File: src/rtl/ucie_ctl_rx_pkg.sv
// rtl/ucie_ctl_rx_pkg.sv - shared FSM encodings and sizing for the RX buffer controller
package ucie_ctl_rx_pkg;

    localparam int RX_DEPTH = 4;

    localparam logic [1:0] ST_IDLE   = 2'd0;
    localparam logic [1:0] ST_ACTIVE = 2'd1;
    localparam logic [1:0] ST_DRAIN  = 2'd2;
    localparam logic [1:0] ST_ERROR  = 2'd3;

    // Counter must hold DEPTH itself, so it needs 2**CW > DEPTH.
    function automatic int cw_for(input int depth);
        return $clog2(depth + 1);
    endfunction

endpackage

File: src/rtl/ucie_ctl_rx_occ_counter.sv
// rtl/ucie_ctl_rx_occ_counter.sv - saturating up/down occupancy counter driven by push/pop strobes
module ucie_ctl_rx_occ_counter
    import ucie_ctl_rx_pkg::*;
#(
    parameter int DEPTH = RX_DEPTH,
    parameter int CW    = cw_for(RX_DEPTH)
) (
    input  logic          i_clk,
    input  logic          i_rst,
    input  logic          i_push,
    input  logic          i_pop,
    output logic [CW-1:0] o_occupancy,
    output logic          o_full,
    output logic          o_empty,
    output logic          o_illegal
);

    logic [CW-1:0] occ;
    logic          push_only;
    logic          pop_only;

    assign push_only = i_push && !i_pop;
    assign pop_only  = i_pop && !i_push;
    assign o_full    = (occ == CW'(DEPTH));
    assign o_empty   = (occ == '0);
    // A simultaneous push and pop is always legal, even at the extremes.
    assign o_illegal = (push_only && o_full) || (pop_only && o_empty);
    assign o_occupancy = occ;

    always_ff @(posedge i_clk or negedge i_rst) begin
        if (!i_rst) begin
            occ <= '0;
        end else if (push_only && !o_full) begin
            occ <= occ + 1'b1;
        end else if (pop_only && !o_empty) begin
            occ <= occ - 1'b1;
        end
    end

endmodule

File: src/rtl/ucie_ctl_rx_buffer_ctrl.sv
// rtl/ucie_ctl_rx_buffer_ctrl.sv - RX buffer sequencer: enable, occupancy, credits, drain; UCIE_CTL_RX_DRAIN_TIMEOUT_EN adds a drain timeout
module ucie_ctl_rx_buffer_ctrl
    import ucie_ctl_rx_pkg::*;
#(
    parameter int DEPTH    = RX_DEPTH,
    parameter int CW       = cw_for(RX_DEPTH),
    parameter int DRAIN_TO = 16
) (
    input  logic          i_clk,
    input  logic          i_rst,
    input  logic          i_link_active,
    input  logic          i_flush_req,
    input  logic          i_push,
    input  logic          i_pop,
    input  logic          i_overflow,
    output logic          o_buffer_en,
    output logic          o_credit_return,
    output logic [CW-1:0] o_credits,
    output logic [1:0]    o_state,
    output logic          o_drain_done,
    output logic          o_error
);

    logic [1:0]    state;
    logic [1:0]    state_nxt;
    logic [CW-1:0] occ;
    logic          occ_full;
    logic          occ_empty;
    logic          occ_illegal;
    logic          timeout;
    logic          buffer_en_d;
    logic          credit_d;
    logic          drain_done_d;
    logic          error_d;
    logic          unused_cfg;

    ucie_ctl_rx_occ_counter #(
        .DEPTH (DEPTH),
        .CW    (CW)
    ) u_occ (
        .i_clk       (i_clk),
        .i_rst       (i_rst),
        .i_push      (i_push),
        .i_pop       (i_pop),
        .o_occupancy (occ),
        .o_full      (occ_full),
        .o_empty     (occ_empty),
        .o_illegal   (occ_illegal)
    );

`ifdef UCIE_CTL_RX_DRAIN_TIMEOUT_EN
    localparam int TW = $clog2(DRAIN_TO + 1);
    logic [TW-1:0] drain_cnt;

    // Count is 0 in the first DRAIN cycle, so ERROR lands DRAIN_TO cycles after entry.
    always_ff @(posedge i_clk or negedge i_rst) begin
        if (!i_rst) begin
            drain_cnt <= '0;
        end else if (state != ST_DRAIN) begin
            drain_cnt <= '0;
        end else if (drain_cnt != TW'(DRAIN_TO)) begin
            drain_cnt <= drain_cnt + 1'b1;
        end
    end

    assign timeout = (state == ST_DRAIN) && !occ_empty && (drain_cnt >= TW'(DRAIN_TO - 1));
    assign unused_cfg = occ_full;
`else
    assign timeout = 1'b0;
    assign unused_cfg = ^{occ_full, 32'(DRAIN_TO)};
`endif

    always_ff @(posedge i_clk or negedge i_rst) begin
        if (!i_rst) begin
            state <= ST_IDLE;
        end else begin
            state <= state_nxt;
        end
    end

    always_comb begin
        state_nxt = state;
        case (state)
            ST_IDLE:   if (i_link_active && !i_flush_req) state_nxt = ST_ACTIVE;
            ST_ACTIVE: if (!i_link_active || i_flush_req) state_nxt = ST_DRAIN;
            ST_DRAIN:  if (occ_empty && !i_push) state_nxt = ST_IDLE;
            default:   state_nxt = ST_ERROR;
        endcase
        if (i_overflow || occ_illegal || timeout) begin
            state_nxt = ST_ERROR;
        end
    end

    always_comb begin
        buffer_en_d  = (state_nxt == ST_ACTIVE) || (state_nxt == ST_DRAIN);
        credit_d     = (state == ST_ACTIVE) && i_pop;
        drain_done_d = (state == ST_DRAIN) && (state_nxt == ST_IDLE);
        error_d      = o_error || (state_nxt == ST_ERROR);
    end

    always_ff @(posedge i_clk or negedge i_rst) begin
        if (!i_rst) begin
            o_buffer_en     <= 1'b0;
            o_credit_return <= 1'b0;
            o_drain_done    <= 1'b0;
            o_error         <= 1'b0;
        end else begin
            o_buffer_en     <= buffer_en_d;
            o_credit_return <= credit_d;
            o_drain_done    <= drain_done_d;
            o_error         <= error_d;
        end
    end

    assign o_state   = state;
    assign o_credits = CW'(DEPTH) - occ;

endmodule
File: config.mk
export PLATFORM = sky130hd
export DESIGN_NAME = ucie_ctl_rx_buffer_ctrl
export DESIGN_NICKNAME = d
export VERILOG_FILES = /design/src/rtl/ucie_ctl_rx_pkg.sv /design/src/rtl/ucie_ctl_rx_occ_counter.sv /design/src/rtl/ucie_ctl_rx_buffer_ctrl.sv
export SDC_FILE = /design/constraint.sdc
export NUM_CORES = 1
export LEC_CHECK = 0
export ABC_AREA = 1
export BUFFER_PORTS_ARGS = -buffer_cell sky130_fd_sc_hd__buf_2
export CORE_AREA = 5 5 42 44
export CTS_CLUSTER_DIAMETER = 80
export DETAILED_ROUTE_END_ITERATION = 12
export DIE_AREA = 0 0 47 49
export PLACE_DENSITY = 0.7
export SLEW_MARGIN = 20
export SYNTH_ARGS = -nofsm -noshare
export SYNTH_HDL_FRONTEND = slang
export SYNTH_SLANG_ARGS = --single-unit
File: constraint.sdc
create_clock -name i_clk -period 4.3 [get_ports i_clk]
set_input_delay 0.645 -clock i_clk [delete_from_list [all_inputs] [get_ports i_clk]]
set_output_delay 0.645 -clock i_clk [all_outputs]
set_load 0.1 [all_outputs]
==> parameters.txt, run 1 <==
Parameter                              Value

Routing
  Count of nets left with antenna violations after detail routing    0
  Via density    4.39
  Via count of the routed design    404
  Routed len/inst    9.75 µm
  Post-detailed-routing wire length    897 µm
  Remaining DRCs    0
  Total iterations of the first detailed-routing run    3
  Drt first-iter violations    5

Synth
  Warnings, synthesis    0
  Ys async rst share    100%
  Area share of the largest cell type after synthesis    43.5%
  Average size of a mapped cell    8.93 µm²
  Post-synthesis register bit count    9
  Post-synth EDFFs    0
  Synthesized area    518 µm²
  Cell accounting for the most synthesized area    dfrtp_1
  Cell with the most instances after synthesis    inv_1
  List of most frequent post-synthesis cells    inv_1 (13), nand2_1 (11), dfrtp_1 (9)
  Syn Inst Count    58
  Most frequently used flop master after synthesis    dfrtp_1
  Ranking of synthesized cells by area    dfrtp_1 (43%), ha_1 (12%), inv_1 (9.4%), nand2_1 (8.0%), fa_1 (3.9%)
  Synthesized netlist net count    71
  Number of distinct library cell variants in the gate-level netlist after synthesis    19
  Sequential cell area fraction in the yosys report    43.5%

Timing
  Post-route clock skew    0.00287 ns
  Transition time at the pin with the least slew margin    0.491 ns
  # setup viols final    0
  Final max-slew violation count    0
  Unrepaired setup endpoints after global routing    no
  Minimum clock period after layout    2.35 ns
  Final TNS setup    0 ns
  Share of the clock period used by the worst path    54.8%
  Remaining max-slew budget at the tightest pin    67.5%
  Peak Freq    0.425 GHz
  Final hold vios    0

Floorplan
  Die Ht    49 µm
  Horiz. Die Dim    47 µm
  Number of top-level pins    16
  Core Footprint    1400 µm²
  Overall die area    2300 µm²
  Initial Util    37.0%
  Site Rows    14

Clock tree
  Count of hold buffers inserted by post-cts repair    0
  Clock tree from TritonCTS    built
  Clock-pin slew on the worst setup and hold paths    0.06 ns
  Insertion delay to the later sink of the worst-skew pair    0.26 ns
  CTS Buf Count    3
  Number of buffers between clock root and the deepest sink    2
  Sinks on Clock Net    9
  H-tree Lvls    1
  Setup Fix Bufs, Post-CTS    0
  Post_cts resized    0
  CTS root buf    clkbuf_4

Setup path
  Critical path's slowest cell    dfrtp_1
  Arrival time worst endpoint    1.71 ns
  Startpoint-to-endpoint class of the critical path    flop to primary output
  Required time of the critical path    3.65 ns
  Nature of the critical path endpoint    primary output
  Cells along the critical path    inv_1 -> ha_1 -> ha_1 -> inv_1 -> buf_2
  Top Family by Delay on Critical Path    buffers and inverters
  Critical path's largest stage delay    0.42 ns
  Critical Path Source Type    flop
  Largest driver fanout on the critical path    4
  Number of buffer and inverter stages on the critical path    3

Run status
  Run status    complete, no violations

Global routing
  Aggregate global routing overflow    0
  Pin count of the biggest net entering global routing    10
  Wire length of the first global-routing pass    1660 µm
  Global-route usage over all layers    10.0%
  Via count of the first global-routing pass    404
  Initial antenna violation count    0

Finish
  Net count, final    90
  Antenna fix cells    0
  Fraction of final layout cells with drive strength greater than 1    34.2%
  Layout overhead on the synthesized area    22.0%
  Final standard cell utilization of the core    45.1%

Placement
  Hpwl dp    753 µm
  Port-buffer cells    15
  Weighted congestion reported at the end of routability-driven placement    0.791

Job
  Count of maximum capacitance violations    0

Worst hold path
  Worst Hold Class    primary input to async pin
routing by layer:
| layer | up-vias | share of wire (%) | global-route usage [%] |
|---|---|---|---|
| met5 | - | 0 | 0 |
| met4 | 0 | 2.6 | 6.91 |
| met3 | 4 | 4.5 | 2.58 |
| met2 | 9 | 44 | 13.1 |
| met1 | 180 | 49 | 13.9 |
| li1 | 211 | - | - |
metrics by stage:
stage | cell area (µm²) | hold WS (ns) | setup WS (ns) | instances
2_1_floorplan | 518 | 0.349 | 2.14 | 58
3_3_place_gp | 606 | 0.455 | 2.26 | 88
3_5_place_dp | 606 | 0.458 | 2.22 | 88
4_1_cts | 632 | 0.225 | 1.93 | 92
5_1_grt | 632 | 0.237 | 1.85 | 92
6_report | 632 | 0.224 | 1.95 | 92
cell type report:
type | instances | area, µm²
Timing Repair Buffer | 15 | 75.1
Sequential cell | 9 | 225
Inverter | 14 | 52.6
Multi-Input combinational cell | 34 | 233
Tap cell | 16 | 20.0
Fill cell | 144 | 769
Clock buffer | 4 | 26.3
final timing paths:
check | cells after the start | startpoint | to | slack, ns
max | 5 | u_occ.o_occupancy[0] | o_credits[2] | 1.95
min | 1 | i_rst | o_credit_return | 0.22
max reg2reg | 12 | u_occ.o_occupancy[0] | u_occ.o_occupancy[2] | 2.35
min reg2reg | 1 | o_state[0] | o_drain_done | 0.47
max in group asynchronous | 1 | i_rst | o_state[1] | 3.89
min in group i_clk | 1 | o_state[0] | o_drain_done | 0.47
registers in the layout (all words and copies together), names as in the netlist:
name and flops:
o_buffer_en 1, o_state 2, o_drain_done 1, u_occ.o_occupancy 3
o_credit_return 1, o_error 1
placed cells by master (no fill, tap or decap), types with 2 or more instances in the layout:
cell | Yosys | routed
buf_2 | 0 | 15
inv_1 | 13 | 13
nand2_1 | 11 | 11
dfrtp_1 | 9 | 9
ha_1 | 5 | 5
nand3_1 | 3 | 3
clkbuf_4 | 0 | 3
nor2_2 | 2 | 2
o21ai_0 | 2 | 2
nand2_2 | 2 | 2
kinds of logic after synthesis:
logic type | Yosys count | synth area share, %
buffers and inverters | 15 | 11.6
AOI/OAI and AO/OA | 2 | 1.93
DFF | 9 | 43.5
adders and majority gates | 6 | 15.9
xor gates and xnor gates | 1 | 1.69
and+or+nand+nor | 25 | 25.4
Power of run 1 is left out: the tool's default activity adds up to more than one toggle a clock period on the data nets, which glitch-free logic cannot reach.
==> inputs of run 2 (changes only) <==
--- a/config.mk
+++ b/config.mk
@@ -5,13 +5,13 @@
 export SDC_FILE = /design/constraint.sdc
 export NUM_CORES = 1
 export LEC_CHECK = 0
-export ABC_AREA = 1
+export ABC_AREA = 0
 export BUFFER_PORTS_ARGS = -buffer_cell sky130_fd_sc_hd__buf_2
 export CORE_AREA = 5 5 42 44
 export CTS_CLUSTER_DIAMETER = 80
 export DETAILED_ROUTE_END_ITERATION = 12
 export DIE_AREA = 0 0 47 49
-export PLACE_DENSITY = 0.7
+export PLACE_DENSITY = 0.74
 export SLEW_MARGIN = 20
 export SYNTH_ARGS = -nofsm -noshare
 export SYNTH_HDL_FRONTEND = slang
==> constraint.sdc (replaced) <==
create_clock -name i_clk -period 2.1 [get_ports i_clk]
set_input_delay 0.315 -clock i_clk [delete_from_list [all_inputs] [get_ports i_clk]]
set_output_delay 0.315 -clock i_clk [all_outputs]
set_load 0.1 [all_outputs]
==> parameters.txt, run 2 <==
Parameter                              Value

Routing
  Via count of the routed design    474 (was 404)
  WL met2    580 µm (was 396 µm)
  Routed len/inst    11.9 µm (was 9.75 µm)
  Total iterations of the first detailed-routing run    2 (was 3)
  Met3 layer wire length in the routed design    96 µm (was 40 µm)
  Wire length on met1    438 µm (was 436 µm)
  Count of nets left with antenna violations after detail routing    0 (unchanged)
  Top routing layer used    met4 (unchanged)
  Remaining DRCs    0 (unchanged)
  Via density    4.94 (was 4.39)
  Post-detailed-routing wire length    1150 µm (was 897 µm)
  Drt first-iter violations    5 (unchanged)

Setup path
  Required time of the critical path    2.25 ns (was 3.65 ns)
  Number of cells on the worst reg-to-reg path    8 (was 12)
  Top Family by Delay on Critical Path    simple AND/OR/NAND/NOR gates (was buffers and inverters)
  Critical path origin    u_occ.o_occupancy[1] (was u_occ.o_occupancy[0])
  Critical path's slowest cell    dfrtp_1 (unchanged)
  Critical Path Source Type    flop (unchanged)
  Startpoint-to-endpoint class of the critical path    flop to flop (was flop to primary output)
  Largest driver fanout on the critical path    4 (unchanged)
  Critical path destination    o_error (was o_credits[2])
  Depth of the critical timing path with buffers and inverters included    8 (was 5)
  Nature of the critical path endpoint    flop (was primary output)
  Number of buffer and inverter stages on the critical path    1 (was 3)
  R2R setup slack    0.11 ns (was 2.35 ns)
  Capturing point of the worst reg2reg path    o_error (was u_occ.o_occupancy[2])
  Most numerous cell on the critical path    ha_4
  Arrival time worst endpoint    2.14 ns (was 1.71 ns)
  Reg2reg start    u_occ.o_occupancy[1] (was u_occ.o_occupancy[0])
  Critical path's largest stage delay    0.37 ns (was 0.42 ns)
  Cells along the critical path    inv_2 -> ha_4 -> ha_4 -> and3b_1 -> a311oi_2 -> nand3_1 -> ha_2 -> or2_4 (was inv_1 -> ha_1 -> ha_1 -> inv_1 -> buf_2)

Placement
  Placement-stage cell area    651 µm² (was 606 µm²)
  Hpwl dp    859 µm (was 753 µm)
  Weighted congestion reported at the end of routability-driven placement    0.833 (was 0.791)
  Pre-CTS worst setup slack    -0.0378 ns (was 2.22 ns)
  Port-buffer cells    15 (unchanged)

Global routing
  Wire length of the first global-routing pass    1540 µm (was 1660 µm)
  Via count of the first global-routing pass    376 (was 404)
  Aggregate global routing overflow    0 (unchanged)
  Initial antenna violation count    0 (unchanged)
  Global-route usage over all layers    9.08% (was 10.0%)
  Pin count of the biggest net entering global routing    10 (unchanged)

Clock tree
  Clock tree from TritonCTS    built (unchanged)
  Insertion delay to the later sink of the worst-skew pair    0.26 ns (about the same)
  Number of buffers between clock root and the deepest sink    2 (unchanged)
  CTS Buf Count    3 (unchanged)
  H-tree Lvls    1 (unchanged)
  Clock-pin slew on the worst setup and hold paths    0.06 ns (about the same)
  Sinks on Clock Net    9 (unchanged)
  CTS root buf    clkbuf_4 (unchanged)

Job
  Count of maximum capacitance violations    0 (unchanged)

Run status
  Run status    complete, no violations (unchanged)

Synth
  Ys async rst share    100% (unchanged)
  Average size of a mapped cell    10.1 µm² (was 8.93 µm²)
  Cell with the most instances after synthesis    dfrtp_1 (was inv_1)
  Most frequently used flop master after synthesis    dfrtp_1 (unchanged)
  Area share of the largest cell type after synthesis    42.0% (was 43.5%)
  Ranking of synthesized cells by area    dfrtp_1 (42%), ha_1 (12%), inv_1 (4.2%), fa_1 (3.7%), nand2_1 (3.5%) (was dfrtp_1 (43%), ha_1 (12%), inv_1 (9.4%), nand2_1 (8.0%), fa_1 (3.9%))
  Sequential cell area fraction in the yosys report    42.0% (was 43.5%)
  Synthesized area    537 µm² (was 518 µm²)
  Post-synthesis register bit count    9 (unchanged)
  Synthesized netlist net count    66 (was 71)
  Syn Inst Count    53 (was 58)
  List of most frequent post-synthesis cells    dfrtp_1 (9), inv_1 (6), ha_1 (5), nand2_1 (5), nor2_1 (3) (was inv_1 (13), nand2_1 (11), dfrtp_1 (9))
  Post-synth EDFFs    0 (unchanged)
  Number of distinct library cell variants in the gate-level netlist after synthesis    24 (was 19)
  Cell accounting for the most synthesized area    dfrtp_1 (unchanged)
  Warnings, synthesis    0 (unchanged)

Power
  Internal power    505 µW
  Switching power of the nets    626 µW
  Net Sw Frac    55.4%
  Power after layout    1130 µW
  Combinational power share    67.5%
  Clock Power Share    11.8%
  Cell Pwr Density    1500 nW/µm²
  Worst IR drop on VDD    2.16 mV
  Pleak    0.000383 µW
  Relative contribution of sequential cells to total power    20.7%

Timing
  Minimum clock period after layout    1.99 ns
  Share of the clock period used by the worst path    94.8%
  Post-route clock skew    0.00161 ns (was 0.00287 ns)
  # setup viols final    0 (unchanged)
  Transition time at the pin with the least slew margin    0.489 ns (was 0.491 ns)
  Final hold vios    0 (unchanged)
  Peak Freq    0.502 GHz
  Remaining max-slew budget at the tightest pin    67.6% (was 67.5%)
  Final Worst Setup Slack    0.109 ns (was 1.95 ns)
  Final max-slew violation count    0 (unchanged)

Finish
  Fraction of final layout cells with drive strength greater than 1    43.8% (was 34.2%)
  Layout overhead on the synthesized area    40.3% (was 22.0%)
  Net count, final    94 (was 90)
  Most common cell after layout, fill and taps aside    buf_2 (unchanged)
  Antenna fix cells    0 (unchanged)
  Highest-count cells in the layout ignoring fill and taps    buf_2 (15), dfrtp_1 (9), buf_4 (9) (was buf_2 (15), inv_1 (13), nand2_1 (11))
  Flip-flop count of the largest register, all copies and words added    3 (unchanged)
  Design area    753 µm² (was 632 µm²)

Floorplan
  Horiz. Die Dim    47 µm (unchanged)
  Overall die area    2300 µm² (unchanged)
  Number of top-level pins    16 (unchanged)
  Site Rows    14 (unchanged)
  Initial Util    38.3% (was 37.0%)
  Core Footprint    1400 µm² (unchanged)
  Die Ht    49 µm (unchanged)

Worst hold path
  Worst Hold Class    primary input to flop (was primary input to async pin)
  WHS Path Cells    3
run 2: cells by family after synthesis:
| kind of cell | synth area share (%) |
|---|---|
| AO/OA/AOI/OAI | 8.62 |
| XOR/XNOR | 3.26 |
| adder cells (fa/ha/maj) | 15.4 |
| buffers and inverters | 7.69 |
| flip-flops | 42.0 |
| multiplexers | 1.86 |
| AND/OR/NAND/NOR | 21.2 |
run 2: layout make-up:
cell class	instances	area (µm²)
Timing Repair Buffer	25	153
Tap cell	16	20.0
Fill cell	143	648
Multi-Input combinational cell	36	307
Inverter	6	22.5
Sequential cell	9	225
Clock buffer	4	26.3
run 2: worst reg2reg max path: cells and delay by family, from the launching register on:
family	cells	cell delay (ns)
AOI/OAI and AO/OA	1	0.34
adders and majority gates	3	0.54
and+or+nand+nor	3	0.56
DFF	1	0.37
buffers and inverters	1	0.06
run 2: how the worst min path moves through the flow:
| stage | slack, ns | end | startpoint |
|---|---|---|---|
| 3_3_place_gp | 0.17 | o_error | i_rst |
| 6_report | 0.33 | o_state[0] | i_overflow |
| 4_1_cts | 0.32 | o_state[0] | i_overflow |
| 3_5_place_dp | 0.17 | o_state[0] | i_rst |
| 2_1_floorplan | 0.02 | o_buffer_en | i_rst |
| 5_1_grt | 0.34 | o_state[0] | i_overflow |
run 2: metrics by stage:
stage / utilization (%) / TNS (ns) / instances / hold slack, ns
CTS: 49.0 / 0 / 92 / 0.318
finish: 53.8 / 0 / 96 / 0.326
detailed placement: 46.4 / -0.0378 / 87 / 0.173
global route: 53.8 / -0.00845 / 96 / 0.339
global placement: 46.4 / 0 / 87 / 0.167
floorplan: - / 0 / 53 / 0.0194
run 2: timing repair:
action                                 in CTS  in global routing
setup buffers                               0                  4
hold buffers                                1                  0
pin swaps                                   1                  4
endpoints found under the hold margin       9                  0
setup endpoints to repair                   1                  3
gates resized for setup                     0                  9
run 2: metal layers:
layer	track usage (%)	vias to the layer above
met5	0	-
met4	6.91	0
met3	1.11	4
met2	12.9	17
met1	11.9	220
li1	-	233
run 2: power by group through the flow:
stage / Clock, µW / Sequential [µW] / Combinational (µW)
2_1_floorplan: 0 / 237 / 552
4_1_cts: 136 / 226 / 686
3_5_place_dp: 0 / 226 / 686
6_report: 133 / 234 / 763
3_3_place_gp: 0 / 228 / 666
5_1_grt: 141 / 236 / 818
Power figures use the tool's default switching activity.
